===== config.mk =====
export PLATFORM = sky130hd
export DESIGN_NAME = p21_dinostate
export DESIGN_NICKNAME = d
export VERILOG_FILES = /design/src/rtl/p21_dino_pkg.sv /design/src/rtl/p21_bcd_counter.sv /design/src/rtl/p21_dinostate.sv
export SDC_FILE = /design/constraint.sdc
export NUM_CORES = 1
export LEC_CHECK = 0
export BUFFER_PORTS_ARGS = -buffer_cell sky130_fd_sc_hd__buf_2
export CELL_PAD_IN_SITES_DETAIL_PLACEMENT = 1
export CELL_PAD_IN_SITES_GLOBAL_PLACEMENT = 1
export CORE_MARGIN = 3
export CORE_UTILIZATION = 40
export CTS_CLUSTER_SIZE = 20
export DETAILED_ROUTE_END_ITERATION = 8
export PLACE_DENSITY_LB_ADDON = 0.1
export SLEW_MARGIN = 20
export SYNTH_ARGS = -nofsm -noshare
export SYNTH_HDL_FRONTEND = slang
export SYNTH_HIERARCHICAL = 1
export SYNTH_SLANG_ARGS = --single-unit

===== constraint.sdc =====
create_clock -name clk -period 4.2 [get_ports clk]
set_input_delay 0 -clock clk [delete_from_list [all_inputs] [get_ports clk]]
set_output_delay 0 -clock clk [all_outputs]
set_load 0.005 [all_outputs]

===== src/rtl/p21_dino_pkg.sv =====
// Shared widths, state encoding and BCD helper for the dino game-state controller.
package p21_dino_pkg;

  localparam int unsigned HEIGHT_W = 7;
  localparam int unsigned VEL_W    = 6;
  localparam int unsigned SCORE_W  = 16;

  typedef logic [1:0] state_t;

  localparam state_t StIdle = 2'd0;
  localparam state_t StRun  = 2'd1;
  localparam state_t StJump = 2'd2;
  localparam state_t StDead = 2'd3;

  localparam logic [SCORE_W-1:0] BcdMax = 16'h9999;

  // Four-digit BCD increment; caller guards against wrapping past 9999.
  function automatic logic [SCORE_W-1:0] bcd_inc(input logic [SCORE_W-1:0] val);
    logic [SCORE_W-1:0] res;
    logic               carry;
    res   = val;
    carry = 1'b1;
    for (int i = 0; i < 4; i++) begin
      if (carry) begin
        if (val[4*i +: 4] == 4'd9) begin
          res[4*i +: 4] = 4'd0;
        end else begin
          res[4*i +: 4] = val[4*i +: 4] + 4'd1;
          carry         = 1'b0;
        end
      end
    end
    return res;
  endfunction

endpackage


===== src/rtl/p21_bcd_counter.sv =====
// Four-digit saturating BCD score counter with synchronous clear.
module p21_bcd_counter
  import p21_dino_pkg::*;
(
  input  logic               clk,
  input  logic               sys_rst_n,
  input  logic               clr,
  input  logic               inc,
  output logic [SCORE_W-1:0] bcd
);

  logic [SCORE_W-1:0] bcd_q, bcd_d;

  always_comb begin
    bcd_d = bcd_q;
    if (clr) begin
      bcd_d = '0;
    end else if (inc && (bcd_q != BcdMax)) begin
      bcd_d = bcd_inc(bcd_q);
    end
  end

  always_ff @(posedge clk or negedge sys_rst_n) begin
    if (!sys_rst_n) begin
      bcd_q <= '0;
    end else begin
      bcd_q <= bcd_d;
    end
  end

  assign bcd = bcd_q;

endmodule


===== src/rtl/p21_dinostate.sv =====
// Dino game controller: button synchroniser, IDLE/RUN/JUMP/DEAD FSM, per-frame jump
// integration and frame-divided BCD score.
module p21_dinostate
  import p21_dino_pkg::*;
#(
  parameter int unsigned JUMP_V0   = 10,
  parameter int unsigned GRAVITY   = 1,
  parameter int unsigned SCORE_DIV = 6
) (
  input  logic                clk,
  input  logic                sys_rst_n,
  input  logic                frame_tick,
  input  logic                jump_btn,
  input  logic                collision,
  output logic                halt,
  output logic [HEIGHT_W-1:0] dino_height,
  output logic [1:0]          game_state,
  output logic [SCORE_W-1:0]  score_bcd
);

  localparam logic signed [VEL_W-1:0] VelStart = VEL_W'(JUMP_V0);
  localparam logic signed [VEL_W-1:0] VelGrav  = VEL_W'(GRAVITY);
  localparam logic [7:0]              DivLast  = 8'(SCORE_DIV - 1);

  logic sync1_q, sync2_q, delay_q;
  logic press;

  state_t                   state_q, state_d;
  logic                     halt_q;
  logic [HEIGHT_W-1:0]      height_q, height_d;
  logic signed [VEL_W-1:0]  vel_q, vel_d;
  logic [7:0]               div_q, div_d;
  logic                     tick_cnt;
  logic                     score_clr, score_inc;
  logic [HEIGHT_W:0]        sum;
  logic                     land;

  assign press = sync2_q & ~delay_q;

  // Height plus sign-extended velocity in 8-bit two's complement.
  assign sum  = {1'b0, height_q} + {{(HEIGHT_W + 1 - VEL_W){vel_q[VEL_W-1]}}, vel_q};
  assign land = sum[HEIGHT_W] | (sum == '0);

  always_comb begin
    state_d   = state_q;
    height_d  = height_q;
    vel_d     = vel_q;
    div_d     = div_q;
    tick_cnt  = 1'b0;
    score_clr = 1'b0;
    score_inc = 1'b0;
    case (state_q)
      StIdle, StDead: begin
        if (press) begin
          state_d   = StRun;
          height_d  = '0;
          vel_d     = '0;
          div_d     = '0;
          score_clr = 1'b1;
        end
      end
      StRun: begin
        if (collision) begin
          state_d = StDead;
        end else begin
          if (press) begin
            state_d = StJump;
            vel_d   = VelStart;
          end
          tick_cnt = frame_tick;
        end
      end
      StJump: begin
        if (collision) begin
          state_d = StDead;
        end else if (frame_tick) begin
          if (land) begin
            // Landing tick moves only height and state; the divider skips it.
            state_d  = StRun;
            height_d = '0;
            vel_d    = '0;
          end else begin
            height_d = sum[HEIGHT_W-1:0];
            vel_d    = vel_q - VelGrav;
            tick_cnt = 1'b1;
          end
        end
      end
      default: ;
    endcase

    if (tick_cnt) begin
      if (div_q == DivLast) begin
        div_d     = '0;
        score_inc = 1'b1;
      end else begin
        div_d = div_q + 8'd1;
      end
    end
  end

  always_ff @(posedge clk or negedge sys_rst_n) begin
    if (!sys_rst_n) begin
      sync1_q  <= 1'b0;
      sync2_q  <= 1'b0;
      delay_q  <= 1'b0;
      state_q  <= StIdle;
      halt_q   <= 1'b1;
      height_q <= '0;
      vel_q    <= '0;
      div_q    <= '0;
    end else begin
      sync1_q  <= jump_btn;
      sync2_q  <= sync1_q;
      delay_q  <= sync2_q;
      state_q  <= state_d;
      halt_q   <= (state_d == StIdle) | (state_d == StDead);
      height_q <= height_d;
      vel_q    <= vel_d;
      div_q    <= div_d;
    end
  end

  p21_bcd_counter u_score (
    .clk       (clk),
    .sys_rst_n (sys_rst_n),
    .clr       (score_clr),
    .inc       (score_inc),
    .bcd       (score_bcd)
  );

  assign halt        = halt_q;
  assign dino_height = height_q;
  assign game_state  = state_q;

endmodule


==> summary.md <==
| Metric | Value |
|---|---|
| Syn_nets | `322` |
| Core footprint | `6907 µm²` |
| Post-synth EDFFs | `0` |
| Share of cells above drive strength 1 | `19.34%` |
| Fin nets | `354` |
| Final period utilization | `85.68%` |
| Slew @ Worst Pin | `1.002 ns` |
| Mapped Area | `2892 µm²` |
| Layout Area Growth over Synthesis | `12.77%` |
| Met1 usage | `between 20% and 30%` |
| Max FO, Critical Path | `9` |
| Synth Flop Type | `dfrtp_1` |
| CTS buffer count | `5` |
| # DRC | `0` |
| Root buf cell | `clkbuf_8` |
| Minimum clock period | `3.599 ns` |
| Final setup margin | `0.6013 ns` |
| Sequential cell area fraction in the yosys report | `37.26%` |
| Register Area | `1077 µm²` |
| Multi-input logic area | `1683 µm²` |
| Worst EP required | `4.39 ns` |
| Synth Register Bits | `43` |
| Register share of total power | `between 30 and 40%` |
| Netlist cell types | `66` |
| GR Layer Usage met2 | `about a quarter` |
| Compound-Gate Fraction of Synth Area | `20.51%` |
| Final hold vios | `0` |
| Fillers | `816` |
| Power Density | `561.1 nW/µm²` |
| Layout Cells excl Fill | `427` |
| Clock Pin Slew Worst Setup and Hold Paths | `roughly 0.09 ns` |
| Status | `finished clean` |
| Die span in x | `91.02 µm` |
| Clock latency on the worst-skew pair | `0.30 ns` |
| Initial antenna violation count | `0` |
| Ys Warns | `6` |
| Synthesized area per cell | `between 9 and 10 µm²` |
| Post_cts resized | `0` |
| Pint | `just over 1 mW` |
| Slew margin rel. | `33.17%` |
| Row Count | `30` |
| Final setup vio count | `0` |
| Max-Cap Viols | `0` |
| Diode count | `0` |
| Pre-CTS WS | `0.6198 ns` |
| Gpl congestion | `around 0.8` |
| Starting density of the core | `41.87%` |
| Port bufs | `30` |
| Boundary Pins | `31` |
| Synth Area in Adders | `8.481%` |
| Net Sw Frac | `between 40% and 50%` |
| Max-slew violations | `0` |
| TritonCTS Sinks | `between 40 and 50` |
| Met3 Usage GRT | `approximately 2.9%` |
| GRT Total Usage | `~18%` |
| Sw Pwr | `0.7966 mW` |
| Fin Clk Skew | `0.01127 ns` |
| Worst EP arrival | `between 3 and 4 ns` |
| Drt total wl | `7029 µm` |
| Leak Pwr | `between 1.5 and 2 nW` |
| Synth Area in XOR/XNOR | `1.817%` |
| RSZ-0062 raised after global routing | `false` |
| Die area | `~8300 µm²` |
| Post-route setup TNS | `0 ns` |
| Critical path launch point type | `flop` |
| Placed insts | `416` |
| Most common cell in the synthesized netlist | `dfrtp_1` |
| Peak supply drop | `0.4739 mV` |
| Crit Path Class | `reg -> reg` |
| DRT Pass-1 Iters | `4` |
| Yosys top cell area share | `36.35%` |
| Ranking of synthesized cells by area | `dfrtp_1 36%, ha_1 7.8%, nand2_1 3.4%` |
| Post-synthesis cell count | `298` |
| Via-to-Cell Ratio | `5.616` |
| Pin count of the biggest net entering global routing | `44` |
| Setup Fix Bufs, Post-CTS | `0` |
| DRT iter0 DRCs | `104` |
| Most frequent cells after synthesis | `42 x dfrtp_1, 26 x nand2_1, 21 x inv_1` |
| Total gr overflow | `0` |
| WL/cell | `between 15 and 20 µm` |
| Area leader, netlist | `dfrtp_1` |
| Worst setup EP type | `flop` |
| CTS tree | `built` |
| Async S/R FF share, synth | `between 90% and 100%` |
| Vias | `about 2400` |
| Antenna Nets Post-Route | `0` |
| # H-tree levels | `2` |
| Busiest grt layer | `met1` |
| HP Class | `in -> async` |
| Combinational family with the most area after synthesis | `simple AND/OR/NAND/NOR gates` |
| Fmax | `277.9 MHz` |
| First-pass GRT wire length | `12050 µm` |
| Synth Area in Simple Gates | `between 20% and 30%` |
| Cts hold-fix bufs | `2` |
| Final HPWL DP | `approximately 5200 µm` |
| Clock share of power | `16.1%` |
| Combinational power share | `53.3%` |
| CTS Buffer Depth | `2` |
| Die Y | `91.02 µm` |
| Vias in the first global route | `2347` |
| Post-synthesis mux area share | `approximately 3%` |
[worst paths after layout]
kind / from / endpoint / slack, ns / depth (start not counted)
worst max register to register: vel_q[0]$_DFFE_PN0P_ / u_score/bcd[15]$_DFFE_PN0P_ / 0.60 / 13
worst max-delay path: vel_q[0]$_DFFE_PN0P_ / u_score/bcd[15]$_DFFE_PN0P_ / 0.60 / 13
worst min-delay path: sys_rst_n / dino_height[2]$_DFFE_PN0P_ / 0.15 / 2
worst min register to register: sync1_q$_DFF_PN0_ / sync2_q$_DFF_PN0_ / 0.36 / 0
min in group clk: frame_tick / game_state[0]$_DFF_PN0_ / 0.16 / 4
max in group asynchronous: sys_rst_n / halt$_DFF_PN1_ / 3.48 / 3
[power groups by stage]
stage	clock (mW)	sequential, mW	combinational [mW]
6_report	0.295	0.560	0.975
3_5_place_dp	0	0.569	0.975
5_1_grt	0.330	0.574	1.10
4_1_cts	0.310	0.561	0.981
3_3_place_gp	0	0.567	0.959
2_1_floorplan	0	0.550	0.755
[stage by stage]
step | util [%] | power [mW] | cell area (µm²) | hold WS [ns]
after global placement | 45.13 | 1.525 | 3117 | 0.1092
after CTS | 46.92 | 1.853 | 3241 | 0.1483
after floorplan | - | 1.305 | 2892 | -0.2956
after global routing | 47.21 | 1.999 | 3261 | 0.1741
final | 47.21 | 1.830 | 3261 | 0.1488
after detailed placement | 45.13 | 1.544 | 3117 | 0.1097
[placed cells by master, fill, tap and decap left out, types with 3 or more instances in the layout]
cell type | netlist | final
nor2_1 | 15 | 15
or2_2 | 3 | 3
xnor2_1 | 3 | 3
nor3_1 | 6 | 6
nand3b_1 | 4 | 4
a311oi_1 | 3 | 3
clkbuf_8 | 0 | 7
o31ai_1 | 9 | 9
o21ai_0 | 13 | 13
nand2b_1 | 6 | 6
nor2b_1 | 8 | 8
a211o_1 | 5 | 5
or3_1 | 3 | 3
ha_1 | 18 | 18
o211ai_1 | 3 | 3
a22o_1 | 3 | 3
buf_2 | 3 | 30
nor3b_1 | 3 | 3
nand2_1 | 26 | 26
dfrtp_1 | 42 | 42
mux2i_1 | 3 | 3
xor2_1 | 3 | 3
nand3_1 | 12 | 12
inv_1 | 21 | 21
nand4_1 | 5 | 5
a21oi_1 | 10 | 10
o21a_1 | 3 | 3
and3_1 | 4 | 4
a31oi_1 | 4 | 4
mux2_2 | 4 | 4
[registers in the layout (all words and copies together), names as in the netlist]
| register | flops |
|---|---|
| delay_q | 1 |
| dino_height | 7 |
| div_q | 8 |
| game_state | 2 |
| halt | 1 |
| sync1_q | 1 |
| sync2_q | 1 |
| u_score/bcd | 16 |
| vel_q | 6 |
[critical path: stages, from the launching register on]
cell       delay, ns
dfrtp_1         0.43
ha_1            0.24
fa_1            0.42
a211o_1         0.33
a2111oi_4       0.32
nor3b_2         0.10
and4_4          0.18
o21ai_2         0.17
nand2_1         0.08
nor2_1          0.11
buf_4           0.18
nand4b_4        0.20
nor4_1          0.35
mux2_2          0.37
[area by class of cell]
| cell class | count | area share [%] |
|---|---|---|
| multi-input cells | 225 | 51.61 |
| well taps | 96 | 3.684 |
| inverters | 21 | 2.417 |
| repair buffers | 34 | 6.063 |
| clock inverters | 1 | 0.2302 |
| clock buffers | 7 | 2.955 |
| flip-flops and latches | 43 | 33.04 |
[layer usage]
metal	up-vias	wire length (µm)
met3	7	166
met5	-	0
met1	1201	3794
met2	31	3000
li1	1159	-
met4	0	68
[cell families (layout without fill, tap and decap cells)]
group	after synthesis	in the layout
AND/OR/NAND/NOR	115	115
AO/OA/AOI/OAI	77	77
flip-flops	43	43
buffers and inverters	30	63
adder cells (fa/ha/maj)	19	19
multiplexers	8	8
XOR/XNOR	6	6
No activity file was read; power rests on OpenSTA's default activity.
